## src/rtl/multicycle_sequencer_if.sv

```systemverilog
// rtl/multicycle_sequencer_if.sv - instruction/data memory handshake bundle for the sequencer
interface multicycle_sequencer_if;
    logic imem_req;
    logic imem_ready;
    logic ir_load;
    logic dmem_req;
    logic dmem_ready;
    logic dmem_we;

    modport master (
        output imem_req,
        output ir_load,
        output dmem_req,
        output dmem_we,
        input  imem_ready,
        input  dmem_ready
    );

    modport slave (
        input  imem_req,
        input  ir_load,
        input  dmem_req,
        input  dmem_we,
        output imem_ready,
        output dmem_ready
    );
endinterface

```

## src/rtl/multicycle_sequencer.sv

```systemverilog
// rtl/multicycle_sequencer.sv - multicycle fetch/decode/exec/mem/wb control sequencer
// Strobes are a pure decode of the current state and inputs, so they respond in the same cycle.
module multicycle_sequencer #(
    parameter int INSTRET_W = 32
) (
    input  logic                 clk,
    input  logic                 rst,
    multicycle_sequencer_if.master mem,
    input  logic                 run,
    input  logic                 regwrite_control,
    input  logic                 mem_read_control,
    input  logic                 mem_write_control,
    input  logic                 branch_instruction_control,
    input  logic                 jal_control,
    input  logic                 jalr_control,
    input  logic [3:0]           alu_control,
    input  logic                 branch_taken,
    output logic                 rf_we,
    output logic                 pc_write,
    output logic [1:0]           pc_src,
    output logic                 trap,
    output logic [2:0]           state,
    output logic [INSTRET_W-1:0] instret
);

    typedef enum logic [2:0] {
        S_IDLE   = 3'd0,
        S_FETCH  = 3'd1,
        S_DECODE = 3'd2,
        S_EXEC   = 3'd3,
        S_MEM    = 3'd4,
        S_WB     = 3'd5,
        S_TRAP   = 3'd6,
        S_BAD    = 3'd7
    } state_t;

    state_t                 state_q;
    state_t                 state_d;
    logic                   taken_q;
    logic                   taken_use;
    logic                   retire;
    logic [INSTRET_W-1:0]   instret_q;

    always_ff @(posedge clk or posedge rst) begin
        if (rst) begin
            state_q   <= S_IDLE;
            taken_q   <= 1'b0;
            instret_q <= '0;
        end else begin
            state_q <= state_d;
            if (state_q == S_EXEC) begin
                taken_q <= branch_taken;
            end
            if (retire) begin
                instret_q <= instret_q + INSTRET_W'(1);
            end
        end
    end

    // The comparator result is live in EXEC; later states use the value captured there.
    assign taken_use = (state_q == S_EXEC) ? branch_taken : taken_q;

    always_comb begin
        state_d      = state_q;
        mem.imem_req = 1'b0;
        mem.ir_load  = 1'b0;
        mem.dmem_req = 1'b0;
        mem.dmem_we  = 1'b0;
        rf_we        = 1'b0;
        retire       = 1'b0;
        trap         = 1'b0;

        case (state_q)
            S_IDLE: begin
                if (run) begin
                    state_d = S_FETCH;
                end
            end
            S_FETCH: begin
                mem.imem_req = 1'b1;
                if (mem.imem_ready) begin
                    mem.ir_load = 1'b1;
                    state_d     = S_DECODE;
                end
            end
            S_DECODE: begin
                if (alu_control == 4'b1111 && !branch_instruction_control) begin
                    state_d = S_TRAP;
                end else begin
                    state_d = S_EXEC;
                end
            end
            S_EXEC: begin
                if (mem_read_control || mem_write_control) begin
                    state_d = S_MEM;
                end else if (regwrite_control) begin
                    state_d = S_WB;
                end else begin
                    retire = 1'b1;
                end
            end
            S_MEM: begin
                mem.dmem_req = 1'b1;
                mem.dmem_we  = mem_write_control;
                if (mem.dmem_ready) begin
                    if (mem_read_control) begin
                        state_d = S_WB;
                    end else begin
                        retire = 1'b1;
                    end
                end
            end
            S_WB: begin
                rf_we  = 1'b1;
                retire = 1'b1;
            end
            S_TRAP: begin
                trap = 1'b1;
            end
            default: begin
                state_d = S_IDLE;
            end
        endcase

        // Retiring overrides whatever the state arm chose for the next state.
        if (retire) begin
            state_d = run ? S_FETCH : S_IDLE;
        end
    end

    always_comb begin
        pc_src = 2'b00;
        if (retire) begin
            if (jalr_control) begin
                pc_src = 2'b10;
            end else if (jal_control || (branch_instruction_control && taken_use)) begin
                pc_src = 2'b01;
            end
        end
    end

    assign pc_write = retire;
    assign state    = state_q;
    assign instret  = instret_q;

endmodule

```

## src/flat_wrapper.sv

```systemverilog
// flat-port wrapper written by rule: the top's interface ports become plain ports
module multicycle_sequencer_flat 
#(
    parameter int INSTRET_W = 32
)
  (clk, rst, run, regwrite_control, mem_read_control, mem_write_control, branch_instruction_control, jal_control, jalr_control, alu_control, branch_taken, rf_we, pc_write, pc_src, trap, state, instret, mem_imem_req, mem_ir_load, mem_dmem_req, mem_dmem_we, mem_imem_ready, mem_dmem_ready);
  multicycle_sequencer_if mem_i ();
  input  logic clk;
  input  logic rst;
  input  logic run;
  input  logic regwrite_control;
  input  logic mem_read_control;
  input  logic mem_write_control;
  input  logic branch_instruction_control;
  input  logic jal_control;
  input  logic jalr_control;
  input  logic [3:0] alu_control;
  input  logic branch_taken;
  output logic rf_we;
  output logic pc_write;
  output logic [1:0] pc_src;
  output logic trap;
  output logic [2:0] state;
  output logic [INSTRET_W-1:0] instret;
  output wire logic [$bits(mem_i.imem_req)-1:0] mem_imem_req;
  output wire logic [$bits(mem_i.ir_load)-1:0] mem_ir_load;
  output wire logic [$bits(mem_i.dmem_req)-1:0] mem_dmem_req;
  output wire logic [$bits(mem_i.dmem_we)-1:0] mem_dmem_we;
  input wire logic [$bits(mem_i.imem_ready)-1:0] mem_imem_ready;
  input wire logic [$bits(mem_i.dmem_ready)-1:0] mem_dmem_ready;
  assign mem_imem_req = mem_i.imem_req;
  assign mem_ir_load = mem_i.ir_load;
  assign mem_dmem_req = mem_i.dmem_req;
  assign mem_dmem_we = mem_i.dmem_we;
  assign mem_i.imem_ready = mem_imem_ready;
  assign mem_i.dmem_ready = mem_dmem_ready;
  multicycle_sequencer #(.INSTRET_W(INSTRET_W)) u_core (.clk(clk), .rst(rst), .mem(mem_i), .run(run), .regwrite_control(regwrite_control), .mem_read_control(mem_read_control), .mem_write_control(mem_write_control), .branch_instruction_control(branch_instruction_control), .jal_control(jal_control), .jalr_control(jalr_control), .alu_control(alu_control), .branch_taken(branch_taken), .rf_we(rf_we), .pc_write(pc_write), .pc_src(pc_src), .trap(trap), .state(state), .instret(instret));
endmodule
```

## config.mk

```make
export PLATFORM = sky130hd
export DESIGN_NAME = multicycle_sequencer_flat
export DESIGN_NICKNAME = d
export VERILOG_FILES = /design/src/rtl/multicycle_sequencer_if.sv /design/src/rtl/multicycle_sequencer.sv /design/src/flat_wrapper.sv
export SDC_FILE = /design/constraint.sdc
export NUM_CORES = 1
export LEC_CHECK = 0
export ABC_AREA = 1
export CORE_UTILIZATION = 42
export CTS_CLUSTER_DIAMETER = 30
export CTS_CLUSTER_SIZE = 28
export DETAILED_ROUTE_END_ITERATION = 7
export PLACE_DENSITY = 0.67
export SYNTH_ARGS = -nofsm -noshare
export SYNTH_HDL_FRONTEND = slang
export SYNTH_SLANG_ARGS = --single-unit
export TNS_END_PERCENT = 30
```

## constraint.sdc

```tcl
create_clock -name clk -period 1.6 [get_ports clk]
set_input_delay 0.32 -clock clk [delete_from_list [all_inputs] [get_ports clk]]
set_output_delay 0.32 -clock clk [all_outputs]
set_load 0.02 [all_outputs]
```

Word-level counts from Yosys, hierarchy flattened
Cells that the tools add are included.
- bits in registers: 36
- bits of input ports: 16
- output and inout port bits: 44
- $add $sub $neg: 1
- equal/unequal tests: 13
- mux-type cells: 26
- reduce and logical (&&, ||, !) cells: 8
- operators with widths (operator ; number):
    $add A32 B1 Y32 const B ; 1
    $mux W3 ; 8
    $pmux W3 S6 ; 1
    $mux W1 ; 14
    $ne A3 B3 Y1 const B ; 4
    $eq A3 B3 Y1 const B ; 3
    $eq A3 B2 Y1 const B ; 2
    $reduce_and A6 Y1 ; 1
    $eq A4 B4 Y1 const B ; 1
    $mux W2 ; 2
    $ne A4 B4 Y1 const B ; 1
    $eq A3 B1 Y1 const B ; 1
    $logic_not A3 Y1 ; 1
    $pmux W1 S3 ; 1
    $logic_and A1 B1 Y1 ; 2
    $logic_or A1 B1 Y1 ; 2
    $ne A2 B1 Y1 const B ; 1
    $reduce_or A2 Y1 ; 1
    $logic_not A1 Y1 ; 1

Logic depth before layout (Yosys ltp)
- depth in word-level cells: 7
- gate-level depth with buffers: 10

Worst setup path after synthesis
No wires, ideal clock.
- path type: register to output
- start: register u_core.state_q[1] (netlist: u_core.state[1])
- end: output pc_src[0]
- data arrival time: 1.534 ns
- required time: 1.280 ns
- slack: -0.254 ns
- cell stages (with the launch flop): 7
- buffers on the path: 0
- cells stage by stage: dfrtp_1 -> nand2_2 -> nor2_4 -> nand3b_2 -> nand2_4 -> inv_2 -> nor3_1
- longest elaborated chain between the ends: 7
- RTL lines (item ; line ; source):
    start: declaration ; multicycle_sequencer.sv:37 ; state_t state_q;
    start signal: assignment ; multicycle_sequencer.sv:50 ; state_q <= state_d;
    $eq A3 B2 Y1 ; multicycle_sequencer.sv:61, multicycle_sequencer.sv:73 ;
    $mux W1 ; multicycle_sequencer.sv:61 ; assign taken_use = (state_q == S_EXEC) ? branch_taken : taken_q;
    $logic_and A1 B1 Y1 ; multicycle_sequencer.sv:136 ; end else if (jal_control || (branch_instruction_control && taken_use)) begin
    $logic_or A1 B1 Y1 ; multicycle_sequencer.sv:136 ;
    $mux W1 ; multicycle_sequencer.sv:136 ;
    $mux W2 ; multicycle_sequencer.sv:134 ; if (jalr_control) begin
    $mux W2 * ; multicycle_sequencer.sv:133 ; if (retire) begin
    end: declaration ; flat_wrapper.sv:21 ; output logic [1:0] pc_src;
Mark *: on every way between the ends. The rest lies on a longest branch, timed or not.

Worst setup path after layout
Ends and elaborated chain as after synthesis.

==> results.json <==
{
  "setup_violations": 7,
  "place_area_um2": 3270,
  "rsz0062_at_grt": "true",
  "cp_top_family": "simple AND/OR/NAND/NOR gates",
  "numPortBuffers": 59,
  "vias": 2489,
  "detailed_place_hpwl_um": 4620,
  "place.gp.congestion": 0.888,
  "fmax_ghz": 0.565,
  "grt_pass1_vias": 2182,
  "grt_usage_pct": 20.8,
  "worstPathRequired_ns": 1.28,
  "p_leak_nw": 1.68,
  "synth-edff-count": 0,
  "start_kind": "flop",
  "seqCellArea_um2": 903,
  "synth_cell_types": 26,
  "nFillCells": 534,
  "core-area_um2": 5510,
  "syn-cell-area_um2": 2390,
  "status": "finished with violations",
  "multi_input_area_um2": 1380,
  "initial_core_util_pct": 43.4,
  "ys_ff_latch": 36,
  "path_max_fanout": 4,
  "cp.depth": 7,
  "worstPathArrival_ns": 1.45,
  "synthCells": 376,
  "cts_tree": "yes",
  "final_cell_mix": "nand2_1 (161), nor2_1 (48), inv_1 (41), dlygate4sd2_1 (36), dfrtp_1 (34)",
  "wl_per_cell_um": 10.7,
  "h-tree-depth": 2,
  "fin_setup_tns_ns": -0.711,
  "async_reset_ff_share_pct": 100,
  "drcViolationCount": 0,
  "cp-end-kind": "output pin",
  "hold_viol_final": 0,
  "finalWorstSetupSlack_ns": -0.169,
  "seqPwrFrac_pct": 33.7,
  "vias_per_cell": 4.64,
  "maxSlewViolCount": 0,
  "grt_max_degree": 39,
  "final_area_um2": 3390,
  "diodes": 0,
  "cts.sinks": 36,
  "clkTransAtPathRegs_ns": 0.08,
  "hold_ws_ns": 0.381,
  "clockRootBuffer": "clkbuf_8",
  "met3_usage_pct": 4.71,
  "pwr-share-clk_pct": 19.6,
  "grt_pass1_wl_um": 9810,
  "rows": 27,
  "final_core_util_pct": 61.6,
  "maxSlewHeadroom_pct": 82.4,
  "die_h_um": 77.5,
  "cpPeakStageDelay_ns": 0.41,
  "nNetsFinal": 481,
  "worstPathCellList": "nand2_2 -> nor2_4 -> nand3b_2 -> nand2_4 -> inv_2 -> nor3_2 -> buf_4",
  "ys_seq_area_share_pct": 37.7,
  "drtIter0Drc": 80,
  "grt_util_met1_pct": 27.3,
  "drtPass1Iterations": 4,
  "ant_nets": 0,
  "area_growth_pct": 41.9,
  "ys_warn_count": 0,
  "combPwrFrac_pct": 46.7,
  "clock_latency_ns": 0.29,
  "routed_wl_um": 5770,
  "die_w_um": 77.5,
  "crit_buf_inv": 2,
  "synth_fp_nets": 393,
  "timing.final.crit_share_pct": 111,
  "cts_made_buffers": 5,
  "holdCritPathClass": "in -> async",
  "ir_drop_mv": 0.852,
  "avgSynthCellArea_um2": 6.36,
  "antenna_found_initial": 0,
  "cts_buffer_depth": 2,
  "crit_slowest_cell": "dfrtp_2",
  "drive_above_1_share_pct": 17.8,
  "finClkSkew_ns": 0.00835,
  "yosys_most_used_dff": "dfrtp_1",
  "violations": "negative setup slack",
  "r2r_cells": 8,
  "critPathKind": "reg -> out",
  "overflow": 0,
  "swShare_pct": 39.1,
  "die-area_um2": 6000,
  "p_sw_mw": 1.33,
  "worstMarginPinSlew_ns": 0.264,
  "grt-busiest-layer": "met2",
  "maxCapViolCount": 0,
  "period_minus_slack_ns": 1.77,
  "io-pin-count": 60,
  "power_mw": 3.40,
  "gr-usage-met2_pct": 33.5,
  "p_per_area_nw_per_um2": 1000,
  "internal_power_mw": 2.07,
  "mostFrequentLayoutCell": "nand2_1"
}
==> layout make-up <==
type | instances | share of cell area (%)
Clock inverter | 2 | 0.295
Sequential cell | 36 | 26.6
Clock buffer | 6 | 2.43
Multi-Input combinational cell | 290 | 40.6
Tap cell | 72 | 2.65
Timing Repair Buffer | 86 | 22.4
Inverter | 45 | 4.98
==> cells in the mapped netlist, types with 2 or more instances <==
cell | instances | share of area, %
nand2_1 | 162 | 25
nor2_1 | 60 | 9.4
inv_1 | 43 | 6.7
dfrtp_1 | 36 | 38
nand3_1 | 25 | 5.2
xnor2_1 | 12 | 4.4
nand4_1 | 4 | 1.0
o21ai_0 | 4 | 0.84
a21oi_1 | 3 | 0.63
nand3_2 | 3 | 1.3
nor2_2 | 3 | 0.78
nor3_1 | 3 | 0.63
buf_2 | 2 | 0.42
buf_6 | 2 | 0.94
inv_2 | 2 | 0.31
xor2_1 | 2 | 0.73
==> final timing paths <==
kind                                       to             from  slack (ns)
min in group clk               u_core.taken_q   u_core.taken_q        0.49
max                                 pc_src[0]  u_core.state[1]       -0.17
max reg2reg                 u_core.instret[6]  u_core.state[1]        0.11
max in group asynchronous     u_core.state[2]              rst        1.03
min reg2reg                    u_core.taken_q   u_core.taken_q        0.49
min                        u_core.instret[28]              rst        0.38
==> power groups by stage <==
stage | combinational [mW] | clock, mW | sequential (mW)
after floorplan | 0.673 | 0 | 1.30
after global placement | 1.54 | 0 | 1.16
after detailed placement | 1.55 | 0 | 1.16
after CTS | 1.49 | 0.685 | 1.14
after global routing | 1.74 | 0.735 | 1.17
final | 1.59 | 0.668 | 1.15
==> layer usage <==
| layer | wire length (um) | share of wire, % | up-vias |
|---|---|---|---|
| met4 | 91 | 1.6 | 0 |
| met3 | 263 | 4.6 | 8 |
| met2 | 2610 | 45 | 56 |
| met5 | 0 | 0 | - |
| li1 | - | - | 1327 |
| met1 | 2810 | 49 | 1098 |
==> worst min-delay path, cell delays in order <==
cell,delay (ns)
clkdlybuf4s50_1,0.40
inv_1,0.09
buf_12,0.22
==> timing repair <==
item / in CTS / in global routing
gates resized for setup: 87 / 20
setup endpoints to repair: 62 / 33
pin swaps: 3 / 4
buffers inserted: 0 / 1
hold buffers: 0 / 0
==> sequential cells by signal, indices dropped and copies added, names as in the netlist <==
signal / count
u_core.taken_q: 1
u_core.state: 3
u_core.instret: 32
==> per-stage QoR <==
step                      setup slack, ns  cells
after floorplan                   -0.0696    376
final                              -0.169    537
after global routing               -0.270    537
after global placement             -0.650    528
after CTS                          -0.200    536
after detailed placement           -0.699    528
==> cells by family (layout without fill, tap and decap cells) <==
kind of cell / count (synthesis) / in the layout / share of synthesized area [%]
AND/OR/NAND/NOR: 267 / 267 / 46.3
flip-flops: 36 / 36 / 37.7
buffers and inverters: 50 / 139 / 8.73
adder cells (fa/ha/maj): 1 / 1 / 0.523
AO/OA/AOI/OAI: 8 / 8 / 1.67
XOR/XNOR: 14 / 14 / 5.13
Power figures use the tool's default switching activity.
==> patch (same flow settings) <==
Reset style: synchronous (`rst`), changed in one clocked block.
--- a/src/rtl/multicycle_sequencer.sv
+++ b/src/rtl/multicycle_sequencer.sv
@@ -43,3 +43,3 @@
 
-    always_ff @(posedge clk or posedge rst) begin
+    always_ff @(posedge clk) begin
         if (rst) begin
Formal check against the unedited RTL: differs if rst is asserted again (counterexample within 4 cycles, from zero or initial values and one cycle with rst high); with rst held inactive, the same outputs for 10 cycles.
==> patch against the original RTL <==
The run still ends with setup timing left; cell area increased by 2.5%; worst setup slack better by 70 ps; first-iteration DRC count grew 50%; sequential share of layout area down 5.6 points; wire length grew 14%; non-clock buffer count up 9; via count increased by 6.5%; sequential cell count unchanged; area after synthesis down 0.31%; hold slack improved by 120 ps.
Power is not compared: it rests on default switching activity, and its combinational part moved more than twofold at a synthesized area within 25%.
==> patch: results <==
{
  "outcome": "finished with violations",
  "violations": "setup timing",
  "grt_pass1_wl_um": 10700,
  "grt_use_met3": 0.0365,
  "layout.nets": 493,
  "skew_ps": 9.49,
  "synth_common_cells": "nand2_1, nor2_1, inv_1, dfxtp_1, a21oi_1",
  "path_max_fanout": 2,
  "setup_ws_ps": -99.2,
  "async_flop_share": 0,
  "grt_use_met1": 0.281,
  "seq_area_frac_synth": 0.302,
  "drt_iter0_markers": 120,
  "dpl.hpwl_um": 4840,
  "drive_gt1_frac": 0.225,
  "rr_worst_depth": 11,
  "grt_start_max_net_pins": 25,
  "syn_nets": 399,
  "dpl_cell_area_um2": 3290,
  "place_congestion": 0.864,
  "dominantRegCellSynth": "dfxtp_1",
  "relSlewSlack": 0.812,
  "finalSetupViolCount": 3,
  "dp_slack_ps": -786,
  "synth_cell_type_count": 33,
  "worst_ep_arrival_time_ps": 1380
}
patch: cell count changes in the layout (fill, tap and decap cells not counted), sizes merged, moves of 9 or more:
cell	before	now
a21oi	3	22
buf	35	44
dfrtp	36	0
dfxtp	0	36
nand2	164	114
nor2	64	81
xnor2	12	1
patch: kinds of logic after synthesis:
| kind of cell | after synthesis | share of synthesized area |
|---|---|---|
| fa+ha+maj | 1 | 0.00525 |
| xor+xnor | 6 | 0.0220 |
| compound gates | 38 | 0.0840 |
| flops | 36 | 0.302 |
| simple gates | 240 | 0.473 |
| buf+inv | 61 | 0.113 |
patch: power by group:
group	total (W)	switching (W)	internal [W]
clock network	0.000616	0.000320	0.000296
registers	0.000967	0.0000359	0.000931
logic	0.000777	0.000416	0.000360
total	0.00236	0.000771	0.00159
patch: through the flow:
stage / instances / setup TNS [ps] / util
2_1_floorplan: 382 / 0 / -
3_3_place_gp: 537 / -13380 / 0.601
3_5_place_dp: 537 / -14450 / 0.601
4_1_cts: 546 / -148 / 0.617
5_1_grt: 548 / -372 / 0.636
6_report: 548 / -136 / 0.636
patch: worst max-delay path by stage:
stage | start | endpoint | slack [ps] | cells after the start
6_report | branch_taken | pc_src[0] | -100 | 6
5_1_grt | branch_taken | pc_src[0] | -130 | 6
4_1_cts | u_core.state[2] | pc_src[0] | -130 | 6
3_5_place_dp | mem_read_control | pc_src[0] | -790 | 7
3_3_place_gp | mem_read_control | pc_src[0] | -740 | 7
2_1_floorplan | u_core.state[0] | pc_src[0] | 20 | 6
patch: cell type report:
cell class,instances,area share
Multi-Input combinational cell,285,0.434
Timing Repair Buffer,95,0.250
Sequential cell,36,0.210
Inverter,53,0.0579
Tap cell,72,0.0259
Clock buffer,6,0.0209
Clock inverter,1,0.00144
patch: what timing repair did:
item / in CTS / in global routing
pin swaps: 10 / 6
resized for setup: 96 / 25
buffers inserted: 2 / 1
endpoints found under the setup margin: 67 / 29
hold buffers: 0 / 0
gates cloned: 0 / 1
patch: metal layers:
layer / wire length (um) / part of all wire / vias to the layer above
met2: 3200 / 0.49 / 58
met5: 0 / 0 / -
li1: - / - / 1384
met1: 3020 / 0.46 / 1198
met3: 274 / 0.042 / 10
met4: 91 / 0.014 / 0
patch: critical path: stages:
cell             delay (ps)
clkdlybuf4s50_1         460
inv_1                    70
o21ai_4                 170
a21oi_2                  90
nor3_4                  120
buf_6                   140
